==> src/rtl/ahb_arb_pkg.sv <==
// Shared types and helpers for the AHB bus arbiter.
package ahb_arb_pkg;

    typedef enum logic [1:0] {
        HTRANS_IDLE   = 2'd0,
        HTRANS_BUSY   = 2'd1,
        HTRANS_NONSEQ = 2'd2,
        HTRANS_SEQ    = 2'd3
    } htrans_e;

    typedef enum logic [2:0] {
        HBURST_SINGLE = 3'd0,
        HBURST_INCR   = 3'd1,
        HBURST_WRAP4  = 3'd2,
        HBURST_INCR4  = 3'd3,
        HBURST_WRAP8  = 3'd4,
        HBURST_INCR8  = 3'd5,
        HBURST_WRAP16 = 3'd6,
        HBURST_INCR16 = 3'd7
    } hburst_e;

    typedef enum logic [1:0] {
        ARB_IDLE   = 2'd0,
        ARB_BURST  = 2'd1,
        ARB_LOCKED = 2'd2
    } arb_state_e;

    // Number of beats in a burst; undefined-length bursts count as one so they never block.
    function automatic logic [4:0] burst_len(hburst_e b);
        case (b)
            HBURST_WRAP4, HBURST_INCR4:   burst_len = 5'd4;
            HBURST_WRAP8, HBURST_INCR8:   burst_len = 5'd8;
            HBURST_WRAP16, HBURST_INCR16: burst_len = 5'd16;
            default:                      burst_len = 5'd1;
        endcase
    endfunction

endpackage

==> src/rtl/ahb_rr_picker.sv <==
// Combinational round-robin picker: first requester after 'last', wrapping.
module ahb_rr_picker #(
    parameter int unsigned NUM_MASTERS     = 2,
    parameter int unsigned NUM_MASTER_BITS = 1
) (
    input  logic [NUM_MASTERS-1:0]     req,
    input  logic [NUM_MASTER_BITS-1:0] last,
    output logic [NUM_MASTERS-1:0]     grant,
    output logic [NUM_MASTER_BITS-1:0] idx,
    output logic                       valid
);

    // Walk candidates last+1 .. last+NUM_MASTERS, taking the first one requesting.
    always_comb begin
        grant = '0;
        idx   = '0;
        valid = 1'b0;
        for (int unsigned i = 1; i <= NUM_MASTERS; i++) begin
            for (int unsigned j = 0; j < NUM_MASTERS; j++) begin
                if (!valid && req[j] && (j == (32'(last) + i) % NUM_MASTERS)) begin
                    valid    = 1'b1;
                    idx      = NUM_MASTER_BITS'(j);
                    grant[j] = 1'b1;
                end
            end
        end
    end

endmodule

==> src/rtl/ahb_bus_arbiter.sv <==
// Round-robin AHB arbiter with fixed-burst and locked-sequence protection.
module ahb_bus_arbiter
    import ahb_arb_pkg::*;
#(
    parameter int unsigned NUM_MASTERS     = 2,
    parameter int unsigned NUM_MASTER_BITS = 1,
    parameter int unsigned DEFAULT_MASTER  = 0
) (
    input  logic                       hclk,
    input  logic                       hreset,
    input  logic [NUM_MASTERS-1:0]     hbusreq,
    input  logic [NUM_MASTERS-1:0]     hlock,
    input  logic [1:0]                 htrans,
    input  logic [2:0]                 hburst,
    input  logic                       hready,
    output logic [NUM_MASTERS-1:0]     hgrant,
    output logic [NUM_MASTER_BITS-1:0] hmaster,
    output logic [NUM_MASTER_BITS-1:0] hmaster_data,
    output logic                       hmastlock
);

    localparam logic [NUM_MASTERS-1:0]     DefaultGrant = NUM_MASTERS'(1) << DEFAULT_MASTER;
    localparam logic [NUM_MASTER_BITS-1:0] DefaultIdx   = NUM_MASTER_BITS'(DEFAULT_MASTER);

    arb_state_e                 state_q, state_d;
    logic [3:0]                 beats_q, beats_d;
    logic [NUM_MASTER_BITS-1:0] rr_last_q;
    logic [NUM_MASTERS-1:0]     hgrant_q, grant_d;
    logic [NUM_MASTER_BITS-1:0] hmaster_q, hmaster_data_q;
    logic                       hmastlock_q;

    logic [NUM_MASTER_BITS-1:0] grant_idx;
    logic                       owner_lock;
    logic                       rearb;
    logic [NUM_MASTERS-1:0]     pick_grant;
    logic [NUM_MASTER_BITS-1:0] pick_idx;
    logic                       pick_valid;

    ahb_rr_picker #(
        .NUM_MASTERS     (NUM_MASTERS),
        .NUM_MASTER_BITS (NUM_MASTER_BITS)
    ) u_picker (
        .req   (hbusreq),
        .last  (rr_last_q),
        .grant (pick_grant),
        .idx   (pick_idx),
        .valid (pick_valid)
    );

    // Decode the granted index and the lock request of the address-phase owner.
    always_comb begin
        grant_idx  = '0;
        owner_lock = 1'b0;
        for (int unsigned j = 0; j < NUM_MASTERS; j++) begin
            if (hgrant_q[j]) grant_idx = NUM_MASTER_BITS'(j);
            if (hmaster_q == NUM_MASTER_BITS'(j) && hlock[j]) owner_lock = 1'b1;
        end
    end

    // Burst beat counter, state and re-arbitration decision.
    always_comb begin
        beats_d = beats_q;
        if (hready && htrans == HTRANS_NONSEQ) begin
            beats_d = 4'(burst_len(hburst_e'(hburst)) - 5'd1);
        end else if (hready && htrans == HTRANS_SEQ && beats_q != 4'd0) begin
            beats_d = beats_q - 4'd1;
        end

        state_d = state_q;
        if (hready) begin
            if (owner_lock)            state_d = ARB_LOCKED;
            else if (beats_d != 4'd0)  state_d = ARB_BURST;
            else                       state_d = ARB_IDLE;
        end

        rearb   = hready && (state_d == ARB_IDLE);
        grant_d = pick_valid ? pick_grant : DefaultGrant;
    end

    // All arbiter state; the owner pipeline and grant only move on hready.
    always_ff @(posedge hclk or posedge hreset) begin
        if (hreset) begin
            state_q        <= ARB_IDLE;
            beats_q        <= 4'd0;
            rr_last_q      <= DefaultIdx;
            hgrant_q       <= DefaultGrant;
            hmaster_q      <= DefaultIdx;
            hmaster_data_q <= DefaultIdx;
            hmastlock_q    <= 1'b0;
        end else begin
            state_q <= state_d;
            beats_q <= beats_d;
            if (hready) begin
                hmaster_q      <= grant_idx;
                hmaster_data_q <= hmaster_q;
                hmastlock_q    <= |(hlock & hgrant_q);
            end
            if (rearb) begin
                hgrant_q <= grant_d;
                // Parking on the default master does not advance the rotation.
                if (pick_valid) rr_last_q <= pick_idx;
            end
        end
    end

    assign hgrant       = hgrant_q;
    assign hmaster      = hmaster_q;
    assign hmaster_data = hmaster_data_q;
    assign hmastlock    = hmastlock_q;

endmodule
==> config.mk <==
export PLATFORM = sky130hd
export DESIGN_NAME = ahb_bus_arbiter
export DESIGN_NICKNAME = d
export VERILOG_FILES = /design/src/rtl/ahb_arb_pkg.sv /design/src/rtl/ahb_rr_picker.sv /design/src/rtl/ahb_bus_arbiter.sv
export SDC_FILE = /design/constraint.sdc
export NUM_CORES = 1
export LEC_CHECK = 0
export ABC_AREA = 0
export ABC_CLOCK_PERIOD_IN_PS = 2600
export CORE_ASPECT_RATIO = 1.25
export CORE_MARGIN = 8
export CORE_UTILIZATION = 40
export CTS_CLUSTER_DIAMETER = 50
export DETAILED_ROUTE_END_ITERATION = 8
export GPL_TIMING_DRIVEN = 0
export HOLD_SLACK_MARGIN = 0.06
export PLACE_DENSITY_LB_ADDON = 0.15
export SETUP_SLACK_MARGIN = 0.3
export SKIP_CTS_REPAIR_TIMING = 1
export SYNTH_ARGS = -nofsm -noshare
export SYNTH_HDL_FRONTEND = slang
export SYNTH_HIERARCHICAL = 1
export SYNTH_SLANG_ARGS = --single-unit
==> constraint.sdc <==
create_clock -name hclk -period 2.6 [get_ports hclk]
set_clock_uncertainty 0.2 [all_clocks]
set_input_delay 0.26 -clock hclk [delete_from_list [all_inputs] [get_ports hclk]]
set_output_delay 0.26 -clock hclk [all_outputs]
set_load 0.05 [all_outputs]
Yosys cells after proc, flatten, opt, wreduce, memory -nomap -nowiden

Cells that the tools add are included.

Logic and storage cells: 67
Bits in registers: 12
Output and inout bits: 5

Bitwise gates (word level): 2
Add/subtract/negate cells: 4
Reduce and logical (&&, ||, !) cells: 26
Multiplexer cells: 20
Equal/unequal tests: 8

Operators by type and width:

| cell                  | number |
|---|---|
| $logic_not A32 Y1     | 2 |
| $logic_and A1 B1 Y1   | 13 |
| $mux W1               | 13 |
| $eq A3 B3 Y1 const B  | 4 |
| $mux W4               | 3 |
| $pmux W4 S3           | 1 |
| $reduce_bool A4 Y1    | 2 |
| $reduce_or A2 Y1      | 4 |
| $sub A4 B1 Y4 const B | 2 |
| $eq A3 B2 Y1 const B  | 2 |
| $mux W2               | 3 |
| $eq A2 B2 Y1 const B  | 2 |
| $logic_not A1 Y1      | 3 |
| $add A1 B1 Y1 const B | 2 |
| $and A2 B2 Y2         | 1 |
| $logic_not A2 Y1      | 1 |
| $reduce_and A2 Y1     | 1 |
| $not A1 Y1            | 1 |

Longest topological paths before layout

Gate-level depths: netlist (run 1).

Depth in word-level cells: 17
Mapped depth: 7
Depth with buffers taken out: 7

Modules after synthesis

The synthesis (run 1) kept the hierarchy.

Modules (own cells, without submodules):

| module          | area an instance (µm²) | times used | cells an instance | sequential area each (µm²) |
|---|---|---|---|---|
| ahb_bus_arbiter | 670.6                  | 1          | 67                | 251.5 |
| ahb_rr_picker   | 32.5                   | 1          | 5                 | 0.0 |

Worst setup path before layout (run 1)

No wires, ideal clock.

Path kind: register to register
Start point: reg beats_q[0]
End point: reg rr_last_q
Arrival time: 1.865 ns
Clock period less this slack: 2.193 ns
Library setup time: 0.128 ns
Path slack: 0.407 ns
Stages on the path, launching flop included: 7
Required time: 2.272 ns
Cells stage by stage: dfrtp_1 -> inv_1 -> ha_1 -> or3b_4 -> a31o_4 -> nor4_2 -> mux2_1

Word-level cells in the longest chain between the ends: 11

Ends and longest elaborated chain:

| what                                                                  | line                   | source |
|---|---|---|
| start, declared                                                       | ahb_bus_arbiter.sv:26  | `logic [3:0] beats_q, beats_d;` |
| start signal, assigned                                                | ahb_bus_arbiter.sv:92  | `beats_q <= beats_d;` |
| parallel branches: the longest is 2 deep, another holds $sub A4 B1 Y4 | n/a                    |  |
| $mux W4 (*)                                                           | ahb_bus_arbiter.sv:65  | `end else if (hready && htrans == HTRANS_SEQ && beats_q != 4'd0) begin` |
| $mux W4 (*)                                                           | ahb_bus_arbiter.sv:63  | `if (hready && htrans == HTRANS_NONSEQ) begin` |
| $reduce_bool A4 Y1 (*)                                                | ahb_bus_arbiter.sv:72  | `else if (beats_d != 4'd0) state_d = ARB_BURST;` |
| $mux W1 (*)                                                           | ahb_bus_arbiter.sv:72  |  |
| $mux W2 (*)                                                           | ahb_bus_arbiter.sv:71  | `if (owner_lock) state_d = ARB_LOCKED;` |
| $mux W2 (*)                                                           | ahb_bus_arbiter.sv:70  | `if (hready) begin` |
| $logic_not A2 Y1 (*)                                                  | ahb_bus_arbiter.sv:76  | `rearb = hready && (state_d == ARB_IDLE);` |
| $logic_and A1 B1 Y1 (*)                                               | ahb_bus_arbiter.sv:76  |  |
| $reduce_and A2 Y1 (no line) (*)                                       | n/a                    |  |
| end signal, assigned                                                  | ahb_bus_arbiter.sv:85  | `rr_last_q <= DefaultIdx;` |
| end signal, assigned                                                  | ahb_bus_arbiter.sv:101 | `if (pick_valid) rr_last_q <= pick_idx;` |
| end, declared                                                         | ahb_bus_arbiter.sv:27  | `logic [NUM_MASTER_BITS-1:0] rr_last_q;` |

Every way passes the cells marked *.
A chain may end at the register's enable or synchronous reset.

Worst setup path after layout (run 1)

Ends and elaborated chain as after synthesis.

==> qor.txt, run 1 <==
Flops & latches, synth = 10
CP Max Fanout = 6
Hold Path Class = primary input to async pin
Worst-Margin Slew = 0.497 ns
P_leak = 0.403 nW
Synth area leaders = dfrtp_1 (32%), mux2_1 (4.8%), dfstp_2 (3.7%)
Tot Pwr = 899 µW
Post-route clock period utilization = 86.7%
Power share of the clock group = 16.5%
Clock Latency Late Sink = 0.28 ns
Internal power = 513 µW
Layout Nets = 107
Ports = 17
Power density cells = 939 mW/mm²
Synth area leader = dfrtp_1
Critical Path RT = 2.56 ns
DRC = 0
Net Sw Frac = 43.0%
Critical Path Start Type = flip-flop
Initial DRC count = 8
Post-Synthesis Cell Area = 703 µm²
Data arrival, critical path = 2.21 ns
Min Hold Slack = 0.0523 ns
Die area = 0.00336 mm²
Root Buffer Master = clkbuf_4
Status = completed
Clock sinks = 10
Wirelength per Cell = 15.1 µm
Syn. warnings = 6
Core Region = 0.00170 mm²
# port buffers = 15
Largest net degree at the start of global routing = 11
Drt total wl = 1690 µm
Setup violations, final = 0
Commonest non-fill, non-tap cell in the layout = clkdlybuf4s50_1
Ys flop type = dfrtp_1
Via count of the first global-routing pass = 589
Die Y = 62.9 µm
Initial Util = 41.3%
TNS Setup = 0 ns
Fin crit period = 2.25 ns
TritonRoute pass-1 iters = 5
Max Cap Viol = 0
H-tree Lvls = 1
CP Class = flip-flop to flip-flop
Post-synth EDFFs = 0
Clock-pin slew of the registers on the worst-case setup and hold paths = 0.08 ns
CTS buffer count = 3
Register area share after synthesis = 35.8%
Clock Path Buffers = 2
Most frequent cells in the layout = clkdlybuf4s50_1 (15), dfrtp_1 (8), buf_4 (5), nor2_1 (5), nand2_1 (5)
Mapped Nets = 85
Hpwl dp = 1300 µm
Comb pwr share = 52.7%
Cells after synthesis = 72
Vias = 631
Flop pwr share = 30.8%
Max VDD drop = 0.000439 V
Antenna-violating nets left = 0
Final slew viol count = 0
Rows = 17
Tot GR Track Use = 10.5%
FMAX = 444 MHz
Yosys cell types = 38
Share of cells above drive strength 1 = 25.8%
Async set-reset flop share out of synthesis = 100%
Syn Area/Cell = 9.77 µm²
P_sw = 386 µW
Dpl cell area = 877 µm²
Initial antenna violation count = 0
Die X-Extent = 53.5 µm
Hold Vio Cnt, Final = 0
Grt ovf = 0
First-pass GRT wire length = 2730 µm
Yosys top cell area share = 32.0%
Area Growth Syn to Fin = 36.1%
Final Wtd Congestion = 0.826
Diodes inserted = 0
Design area = 957 µm²
RSZ-0062 raised after global routing = no
Vias/cell = 5.63
Rel. slew slack = 66.7%
Core Util, Final = 56.3%
Setup crit end kind = flip-flop
CTS tree = built
[logic make-up (layout without fill, tap and decap cells)]
group,Yosys count,count (layout),synth area share [%]
buf+inv,9,30,6.58
compound gates,19,19,21.0
fa+ha+maj,1,1,1.78
flops,10,10,35.8
simple gates,27,27,25.1
mux,6,6,9.79
[worst paths after layout]
kind,from,to,slack (ns),depth (start not counted)
worst max-delay path,beats_q[0],rr_last_q,0.35,6
worst min-delay path,hreset,beats_q[1],0.05,2
worst max register to register,beats_q[0],rr_last_q,0.35,6
max in group asynchronous,hreset,hgrant[0],1.83,2
worst min register to register,hmaster_data,hmaster_data,0.31,1
min in group hclk,hmaster_data,hmaster_data,0.31,1
[area by class of cell]
class,count,area (µm²)
Tap cell,19,23.8
Timing Repair Buffer,17,165
Buffer,4,27.5
Fill cell,169,744
Clock buffer,4,36.3
Inverter,5,18.8
Multi-Input combinational cell,53,433
Sequential cell,10,253
[worst max-delay path: stages (launching register included)]
cell and delay, ns:
dfrtp_2 0.45, inv_2 0.08, ha_4 0.16, or3b_4 0.41, a31o_4 0.27, nor4_4 0.23
mux2_1 0.34
[per-layer routing]
layer  track usage, %  vias up  part of all wire [%]
li1                 -      302                     -
met1             12.3      292                    41
met2             15.6       30                    47
met3             3.81        7                   9.3
met4             5.70        0                   2.9
met5                0        -                     0
[state kept, by name (all words and copies together), names as in the netlist]
| name | flops |
|---|---|
| rr_last_q | 1 |
| hgrant | 2 |
| hmaster | 1 |
| hmaster_data | 1 |
| beats_q | 4 |
| hmastlock | 1 |
[synth_stat cells (2+ instances only)]
cell type	number
nand2_1	5
buf_4	3
a21o_1	2
mux2i_1	2
nor2_1	5
dfrtp_1	9
nor3_1	2
a31oi_1	2
a21boi_0	2
mux2_1	3
a21oi_1	4
o22ai_1	2
nand3_1	2
inv_1	5
[power groups by stage]
stage	Clock, mW	Sequential [mW]	Combinational [mW]
floorplan	0	0.368	0.215
global placement	0	0.276	0.428
detailed placement	0	0.282	0.438
CTS	0.148	0.279	0.439
global route	0.154	0.289	0.503
finish	0.148	0.277	0.474
[stage by stage]
step	setup WS, ns	instances
floorplan	0.407	72
global placement	0.243	106
detailed placement	0.233	106
CTS	0.204	110
global route	0.298	112
finish	0.345	112
No activity file was read; power rests on OpenSTA's default activity.
==> inputs of run 2 (changes only) <==
Settings changed: HOLD_SLACK_MARGIN 0.06 to default.
==> results of run 2 <==
Same layout as run 1: the final DEF is identical, and so are final timing and power.
==> inputs of run 3 (changes only) <==
Settings changed: SLEW_MARGIN from default to 20.
==> results of run 3 <==
Same layout as run 1: the final DEF is identical, and so are final timing and power.
